## config.mk

```make
export PLATFORM = sky130hd
export DESIGN_NAME = scan_frame_packer
export DESIGN_NICKNAME = d
export VERILOG_FILES = /design/src/rtl/scan_frame_packer_pkg.sv /design/src/rtl/scan_byte_fifo.sv /design/src/rtl/scan_frame_packer.sv
export SDC_FILE = /design/constraint.sdc
export NUM_CORES = 1
export LEC_CHECK = 0
export CORE_ASPECT_RATIO = 1.2
export CORE_UTILIZATION = 55
export DETAILED_ROUTE_END_ITERATION = 8
export HOLD_SLACK_MARGIN = 0.06
export PLACE_DENSITY = 0.74
export SYNTH_ARGS = -nofsm -noshare
export SYNTH_HDL_FRONTEND = slang
export SYNTH_SLANG_ARGS = --single-unit
```

## constraint.sdc

```tcl
create_clock -name clock -period 5.63 [get_ports clock]
set_input_delay 0.563 -clock clock [delete_from_list [all_inputs] [get_ports clock]]
set_output_delay 0.563 -clock clock [all_outputs]
set_load 0.005 [all_outputs]
```

## src/rtl/scan_frame_packer_pkg.sv

```systemverilog
// Shared definitions for the scan frame packer: FSM state encodings and sync byte defaults.
// The CSUM/END states exist only in the build that matches the CHECKSUM_EN macro.
package scan_frame_packer_pkg;

    localparam logic [3:0] ST_IDLE  = 4'd0;
    localparam logic [3:0] ST_SYNC0 = 4'd1;
    localparam logic [3:0] ST_SYNC1 = 4'd2;
    localparam logic [3:0] ST_FCNT  = 4'd3;
    localparam logic [3:0] ST_S_HI  = 4'd4;
    localparam logic [3:0] ST_S_LO  = 4'd5;
    localparam logic [3:0] ST_WAIT  = 4'd6;
`ifdef CHECKSUM_EN
    localparam logic [3:0] ST_CSUM  = 4'd8;
`else
    localparam logic [3:0] ST_END   = 4'd7;
`endif

    localparam logic [7:0] SYNC0_DEFAULT = 8'hFF;
    localparam logic [7:0] SYNC1_DEFAULT = 8'hA5;

endpackage

```

## src/rtl/scan_byte_fifo.sv

```systemverilog
// First-word fall-through byte FIFO; dout reads zero while empty.
// A push into a full FIFO is accepted only when a pop frees a slot in the same cycle.
module scan_byte_fifo #(
    parameter int DEPTH = 64
) (
    input  logic       clock,
    input  logic       reset,
    input  logic       push,
    input  logic [7:0] din,
    output logic       full,
    input  logic       pop,
    output logic [7:0] dout,
    output logic       empty
);

    localparam int AW = $clog2(DEPTH);

    logic [7:0]  mem [DEPTH];
    logic [AW:0] wr_ptr;
    logic [AW:0] rd_ptr;
    logic        do_push;
    logic        do_pop;

    // The extra pointer bit distinguishes full from empty when the indices match.
    assign empty   = (wr_ptr == rd_ptr);
    assign full    = (wr_ptr[AW] != rd_ptr[AW]) && (wr_ptr[AW-1:0] == rd_ptr[AW-1:0]);
    assign do_pop  = pop && !empty;
    assign do_push = push && (!full || do_pop);
    assign dout    = empty ? 8'h00 : mem[rd_ptr[AW-1:0]];

    always_ff @(posedge clock or posedge reset) begin
        if (reset) begin
            wr_ptr <= '0;
            rd_ptr <= '0;
        end else begin
            if (do_push) wr_ptr <= wr_ptr + 1'b1;
            if (do_pop)  rd_ptr <= rd_ptr + 1'b1;
        end
    end

    always_ff @(posedge clock) begin
        if (do_push) mem[wr_ptr[AW-1:0]] <= din;
    end

endmodule

```

## src/rtl/scan_frame_packer.sv

```systemverilog
// Frames scan samples into sync/count/sample bytes and queues them for the UART.
// Define CHECKSUM_EN to append an XOR checksum byte (over count and sample bytes) to every frame.
module scan_frame_packer
    import scan_frame_packer_pkg::*;
#(
    parameter int          SAMPLE_W   = 12,
    parameter int          FIFO_DEPTH = 64,
    parameter logic [7:0]  SYNC0      = SYNC0_DEFAULT,
    parameter logic [7:0]  SYNC1      = SYNC1_DEFAULT
) (
    input  logic                clock,
    input  logic                reset,
    input  logic                sample_valid,
    input  logic [SAMPLE_W-1:0] sample_data,
    input  logic                head,
    input  logic                tail,
    output logic                sample_ready,
    output logic                tx_valid,
    output logic [7:0]          tx_data,
    input  logic                tx_ready,
    output logic                frame_err,
    output logic                busy
);

    logic [3:0]          state;
    logic [SAMPLE_W-1:0] sample_reg;
    logic                sample_tail;
    logic [15:0]         sample_ext;
    logic [7:0]          frame_cnt;
    logic                sample_accept;
    logic                fifo_push;
    logic [7:0]          fifo_din;
    logic                fifo_full;
    logic                fifo_empty;
`ifdef CHECKSUM_EN
    logic [7:0]          csum;
`endif

    assign sample_ready  = (state == ST_IDLE) || (state == ST_WAIT);
    assign sample_accept = sample_valid && sample_ready;
    assign sample_ext    = 16'(sample_reg);
    assign tx_valid      = !fifo_empty;
    assign busy          = (state != ST_IDLE) || !fifo_empty;

    always_comb begin
        fifo_push = 1'b0;
        fifo_din  = 8'h00;
        if (!fifo_full) begin
            case (state)
                ST_SYNC0: begin fifo_push = 1'b1; fifo_din = SYNC0;            end
                ST_SYNC1: begin fifo_push = 1'b1; fifo_din = SYNC1;            end
                ST_FCNT:  begin fifo_push = 1'b1; fifo_din = frame_cnt;        end
                ST_S_HI:  begin fifo_push = 1'b1; fifo_din = sample_ext[15:8]; end
                ST_S_LO:  begin fifo_push = 1'b1; fifo_din = sample_ext[7:0];  end
`ifdef CHECKSUM_EN
                ST_CSUM:  begin fifo_push = 1'b1; fifo_din = csum;             end
`endif
                default: ;
            endcase
        end
    end

    // Byte-emitting states advance only on a cycle in which their byte was pushed.
    always_ff @(posedge clock or posedge reset) begin
        if (reset) begin
            state       <= ST_IDLE;
            sample_reg  <= '0;
            sample_tail <= 1'b0;
            frame_cnt   <= 8'h00;
            frame_err   <= 1'b0;
        end else begin
            frame_err <= 1'b0;
            if (sample_accept) begin
                sample_reg  <= sample_data;
                sample_tail <= tail;
            end
            case (state)
                ST_IDLE:  if (sample_accept && head) state <= ST_SYNC0;
                ST_WAIT: begin
                    if (sample_accept) begin
                        if (head) begin
                            frame_err <= 1'b1;
                            state     <= ST_SYNC0;
                        end else begin
                            state <= ST_S_HI;
                        end
                    end
                end
                ST_SYNC0: if (fifo_push) state <= ST_SYNC1;
                ST_SYNC1: if (fifo_push) state <= ST_FCNT;
                ST_FCNT:  if (fifo_push) state <= ST_S_HI;
                ST_S_HI:  if (fifo_push) state <= ST_S_LO;
                ST_S_LO: begin
                    if (fifo_push) begin
`ifdef CHECKSUM_EN
                        state <= sample_tail ? ST_CSUM : ST_WAIT;
`else
                        state <= sample_tail ? ST_END : ST_WAIT;
`endif
                    end
                end
`ifdef CHECKSUM_EN
                ST_CSUM: begin
                    if (fifo_push) begin
                        frame_cnt <= frame_cnt + 8'd1;
                        state     <= ST_IDLE;
                    end
                end
`else
                ST_END: begin
                    frame_cnt <= frame_cnt + 8'd1;
                    state     <= ST_IDLE;
                end
`endif
                default: state <= ST_IDLE;
            endcase
        end
    end

`ifdef CHECKSUM_EN
    // Sync bytes never enter the checksum; an aborted frame restarts it.
    always_ff @(posedge clock or posedge reset) begin
        if (reset) begin
            csum <= 8'h00;
        end else if ((state == ST_SYNC0) || ((state == ST_WAIT) && sample_accept && head)) begin
            csum <= 8'h00;
        end else if (fifo_push && ((state == ST_FCNT) || (state == ST_S_HI) || (state == ST_S_LO))) begin
            csum <= csum ^ fifo_din;
        end
    end
`endif

    scan_byte_fifo #(
        .DEPTH (FIFO_DEPTH)
    ) u_fifo (
        .clock (clock),
        .reset (reset),
        .push  (fifo_push),
        .din   (fifo_din),
        .full  (fifo_full),
        .pop   (tx_ready),
        .dout  (tx_data),
        .empty (fifo_empty)
    );

endmodule

```

Word level (Yosys, flattened, before mapping)
Memory sizes are Yosys's and may differ from the RTL's. Cells that the tools add are included.

Equality and inequality tests: 17. Mux-type cells: 20. Reductions and logical operators: 14. Add/subtract/negate cells: 3.

Operators by type and width (count): $pmux 8 s5 (1); $mux 4 (7); $pmux 4 s7 (1); $eq 4x3->1 const B (4); $mux 8 (2); $add 7x1->7 const B (2); $ne 2x1->1 const B (6); $add 8x1->8 const B (1); $eq 4x2->1 const B (2); $mux 1 (8); $eq 7x7->1 (1); $reduce_and 7->1 (1); $eq 6x6->1 (1); $logic_and 1x1->1 (5); $reduce_or 5->1 (1); $eq 4x1->1 const B (1); $logic_not 4->1 (1); $reduce_bool 4->1 (1); $logic_or 1x1->1 (3); $mux 3 (1); $logic_not 1->1 (2); $ne 2x2->1 const B (1); $ne 1x1->1 (1).

Memory bits (writable): 512. Bits of input ports: 18. Memories: 1. Register bits after elaboration: 40. Output and inout bits: 12.

Memory list: u_fifo.mem (depth 64, width 8, read ports 1, clocked after memory_dff 0, write ports 1, RTL line scan_byte_fifo.sv:18) `logic [7:0] mem [DEPTH];`.

Longest topological paths before layout
Depth after elaboration: 7. Mapped depth: 9. Mapped depth without buffers: 7.

Hierarchy
From an unflattened synthesis, not the netlist that was laid out.

Cells, all modules: 1092. Area total of the unflattened synthesis: 22113.7 um2.

Modules (own cells, without submodules): scan_byte_fifo (cells each 945, instances 1, area an instance 20641.0 um2, seq. area each 15725.1 um2); scan_frame_packer (cells each 147, instances 1, area an instance 1472.7 um2, seq. area each 625.6 um2).

Worst setup path before layout
Ideal clock, no wire load.

Kind: flip-flop to flip-flop. Start: reg state[1]. End: mem u_fifo.mem[0][0], data pin. Cell stages (with the launch flop): 10. Arrival: 4.535 ns. Period minus slack after synthesis: 5.276 ns. Path slack: 0.354 ns. Library setup time: 0.741 ns. Data required time: 4.889 ns. Cell sequence: dfrtp_1 > inv_1 > clkbuf_1 > ha_1 > inv_1 > a31oi_1 > a21oi_1 > buf_2 > nand2_1 > a221oi_1.

Longest elaborated chain between the ends: 3. Elaborated cells on any way between the ends: 7. Those cells by class: eq/ne (5); mux (2).

Ends and longest elaborated chain: start, declared (RTL line scan_frame_packer.sv:25) `logic [3:0] state;`; start signal, assigned (RTL line scan_frame_packer.sv:98) `state <= sample_tail ? ST_END : ST_WAIT;`; $eq 4x3->1, or another cell as far along (RTL line scan_frame_packer.sv:49) `case (state)`; $pmux 8 s5 * (RTL line scan_frame_packer.sv:49); $mux 8 * (RTL line scan_frame_packer.sv:48) `if (!fifo_full) begin`; net fifo_din[0] (RTL line scan_frame_packer.sv:32) `logic [7:0] fifo_din;`; end, declared (RTL line scan_byte_fifo.sv:18).

Mark *: on every way through the listed nets, which the timed path passes. The rest lies on a longest branch.

Worst setup path in the final report
Start: reg u_fifo.rd_ptr[0]. End: out tx_data[1].

Longest elaborated chain between the ends: 2. Elaborated cells on any way between the ends: 3. Those cells by class: eq/ne (1); mux (1); memory (1).

Ends and longest elaborated chain: start, declared (RTL line scan_byte_fifo.sv:20) `logic [AW:0] rd_ptr;`; start signal, assigned (RTL line scan_byte_fifo.sv:37) `if (do_pop) rd_ptr <= rd_ptr + 1'b1;`; $mem_v2 64x8 / $eq 7x7->1 (equally long branches); $mux 8 * (RTL line scan_byte_fifo.sv:29) `assign dout = empty ? 8'h00 : mem[rd_ptr[AW-1:0]];`; end, declared (RTL line scan_frame_packer.sv:19) `output logic [7:0] tx_data,`.

Every way passes the cells marked *; elsewhere a longest branch is shown, timed or not.

==> results by group <==
Layout
  – Number of diodes: 0
  – Fillcell total: 2737
  – Flip-flop and latch area: 0.01636 mm²
  – Multi-input logic area: 0.005345 mm²
  – Nets: 1205
  – Layout cells sized above 1: 21.31%
  – Max reg flops: 512
  – Synth-to-layout area growth: 11.55%

Floorplan
  – Std cell rows: 80
  – Die Y-Extent: 221.4 µm
  – DIE AREA: 0.04091 mm²
  – Core area: 0.03964 mm²
  – Initial Utilization: 55.64%
  – Die width: 184.8 µm
  – IO Count: 30

Power and ir drop
  – Comb pwr share: 32.5%
  – Internal: 9.419 mW
  – Seq pwr share: 43.4%
  – Switch share: 33.74%
  – P_leak: 7.976 nW
  – PwrDens: 577.8 mW/mm²
  – Clock power share: 24.1%
  – Switching pwr: 4.796 mW
  – Max IR drop VDD: 548.2 µV

Flow run
  – Max-cap violations: 0

GRT
  – Initial antenna violation count: 2
  – Vias in the first global route: 11.33k
  – Grt ovf: 0
  – GRT Resource Usage Total: 24.14%
  – Pin count of the biggest net entering global routing: 74
  – First-pass GRT wire length: 71330 µm

STA
  – Tmin final: 4692 ps
  – Crit share post-route: 83.33%
  – Worst Skew: 16.98 ps
  – RSZ-0062 raised after global routing: no
  – Slew @ Worst Pin: 1312 ps
  – Post-route setup TNS: 0 ps
  – Maximum clock rate: 213.1 MHz
  – Setup violators final: 0
  – Pins Over Slew Limit: 0
  – Number of hold violations in the final report: 0
  – Setup slack after layout: 938.3 ps
  – Slew headroom: 12.53%

Logic synthesis
  – FFs w/ async S/R, synth: 7.078%
  – Mean post-synth cell area: 19.28 µm²
  – Post-Syn Nets: 1166
  – Yosys reg bits: 551
  – Synth area leaders: edfxtp_1 (70%), mux4_2 (12%), dfrtp_1 (4.4%)
  – Post-synthesis sequential area ratio: 74.14%
  – Post-synth EDFFs: 512
  – Post-synth top area share: 69.72%
  – Top FF cell, synth: edfxtp_1
  – Cell area after synthesis: 0.02205 mm²
  – Most common cell in the synthesized netlist: edfxtp_1
  – Netlist cell types: 59
  – Synth Warn #: 0
  – Synth Instances: 1144
  – Post-synth top cells: edfxtp_1 (512), mux4_2 (117), nor2_1 (82), dfrtp_1 (39), mux2i_1 (35)
  – Post-synth top area cell: edfxtp_1

Worst setup path
  – CP Launch Point: u_fifo.rd_ptr[0]
  – Critical path peak fanout: 56
  – Flop-to-flop setup slack: 1630 ps
  – CP Data Arrival Time: 4130 ps
  – Worst r2r src: u_fifo.rd_ptr[2]
  – Crit-path cells: buf_4, mux4_2, a22o_1, a211o_1, a21oi_1, nor3_1, clkdlybuf4s50_1
  – CP Class: reg -> out
  – CP required: 5070 ps
  – Crit. End Element: primary output
  – CP peak stage delay: 1100 ps
  – Startpoint Class: register
  – Max stage delay cell, worst path: dfrtp_4

Place
  – # port buffers: 29
  – Final GP Congestion: 0.8760
  – Detail Placement HPWL: 28680 µm
  – Pre-CTS setup slack: 1562 ps

Detailed routing
  – Routed wl met2: 23580 µm
  – Routed wire length: 47470 µm
  – Number of remaining DRC errors: 0
  – DRT Pass-1 Iters: 5
  – Met3 wire len: 3803 µm
  – Top sig layer: met5
  – Via density: 6.304
  – DR iter-0 viols: 1242
  – DRT antenna net count: 0
  – Met1 wire length: 18140 µm
  – Total number of vias: 11.08k
  – Wire per inst: 27.00 µm

Worst hold path
  – HP Class: in -> async

CTS
  – Root Buffer: clkbuf_16
  – CTS tree: done
  – H-tree lvl count: 2
  – CTS Hold Bufs: 0
  – Post-CTS Setup Inserts: 0
  – Clock Latency Late Sink: 570 ps
  – CTS sink cnt: 551
  – CTS resizes: 0
  – Clock-pin slew on the worst setup and hold paths: 60 ps
  – Max clock buf depth: 3
  – Num CTS Buffers: 50

Run status
  – Outcome: finished clean
## power by group through the flow
stage / Sequential (mW) / Combinational (mW) / Clock, mW
after floorplan: 5.90 / 3.23 / 0
after global placement: 6.23 / 4.51 / 0
after detailed placement: 6.25 / 4.60 / 0
after CTS: 6.16 / 4.63 / 3.46
after global routing: 6.22 / 4.89 / 3.61
final: 6.17 / 4.62 / 3.43
## logic make-up (layout without fill, tap and decap cells)
group,after synthesis,after routing,share of synthesized area (%)
AOI/OAI and AO/OA,127,127,4.091
xor gates and xnor gates,25,25,0.9929
adders and majority gates,4,4,0.2269
buffers and inverters,81,162,1.957
DFF,551,551,74.14
muxes,169,169,14.40
and+or+nand+nor,187,187,4.187
## per-layer routing
metal	track usage, %	vias up
li1	-	4752
met1	32.82	5702
met2	38.83	519
met3	4.016	106
met4	10.37	4
met5	0	-
## stage by stage
stage	area [µm²]	hold WS (ps)	utilization, %	power [mW]	std cells
floorplan	22050	446.9	-	9.123	1144
global placement	22920	486.5	57.83	10.73	1664
detailed placement	22920	484.4	57.83	10.85	1664
CTS	24600	422.9	62.06	14.25	1758
global route	24600	474.2	62.06	14.72	1758
finish	24600	414.0	62.06	14.21	1758
## layout by cell type (no fill, tap or decap), types with 7 or more instances in the layout
| cell type | n |
|---|---|
| nand2_1 | 33 |
| a22o_1 | 11 |
| clkdlybuf4s50_1 | 29 |
| mux4_2 | 117 |
| nor3_1 | 7 |
| o21ai_0 | 18 |
| clkbuf_16 | 53 |
| o22ai_1 | 24 |
| edfxtp_1 | 512 |
| a31oi_1 | 7 |
| buf_4 | 22 |
| xor2_1 | 7 |
| xnor2_1 | 18 |
| mux2_2 | 17 |
| a21oi_1 | 11 |
| a22oi_1 | 11 |
| clkinv_2 | 11 |
| mux2i_1 | 35 |
| nand4_1 | 7 |
| inv_1 | 15 |
| dfrtp_1 | 35 |
| clkbuf_1 | 13 |
| nand3_1 | 19 |
| nor2_1 | 80 |
| a211oi_1 | 7 |
## cell type report
class | instances | share of cell area (%)
Clock buffer | 72 | 5.925
Tap cell | 533 | 2.711
Clock inverter | 22 | 0.8900
Sequential cell | 551 | 66.50
Inverter | 15 | 0.2289
Timing Repair Buffer | 53 | 2.014
Multi-Input combinational cell | 512 | 21.73
## critical path, delay by kind of cell, from the launching register on
| family | cells | cell delay [ps] |
|---|---|---|
| flip-flops | 1 | 1100 |
| multiplexers | 1 | 540 |
| AO/OA/AOI/OAI | 3 | 820 |
| buffers and inverters | 2 | 900 |
| AND/OR/NAND/NOR | 1 | 180 |
## final timing paths
path                                           to  depth (start not counted)
worst max-delay path                   tx_data[1]                          7
worst min-delay path                sample_reg[9]                          3
worst max register to register  u_fifo.mem[44][6]                          7
worst min register to register   u_fifo.wr_ptr[6]                          1
max in group asynchronous        u_fifo.rd_ptr[1]                          3
min in group clock               u_fifo.wr_ptr[6]                          1
Power figures use the tool's default switching activity.
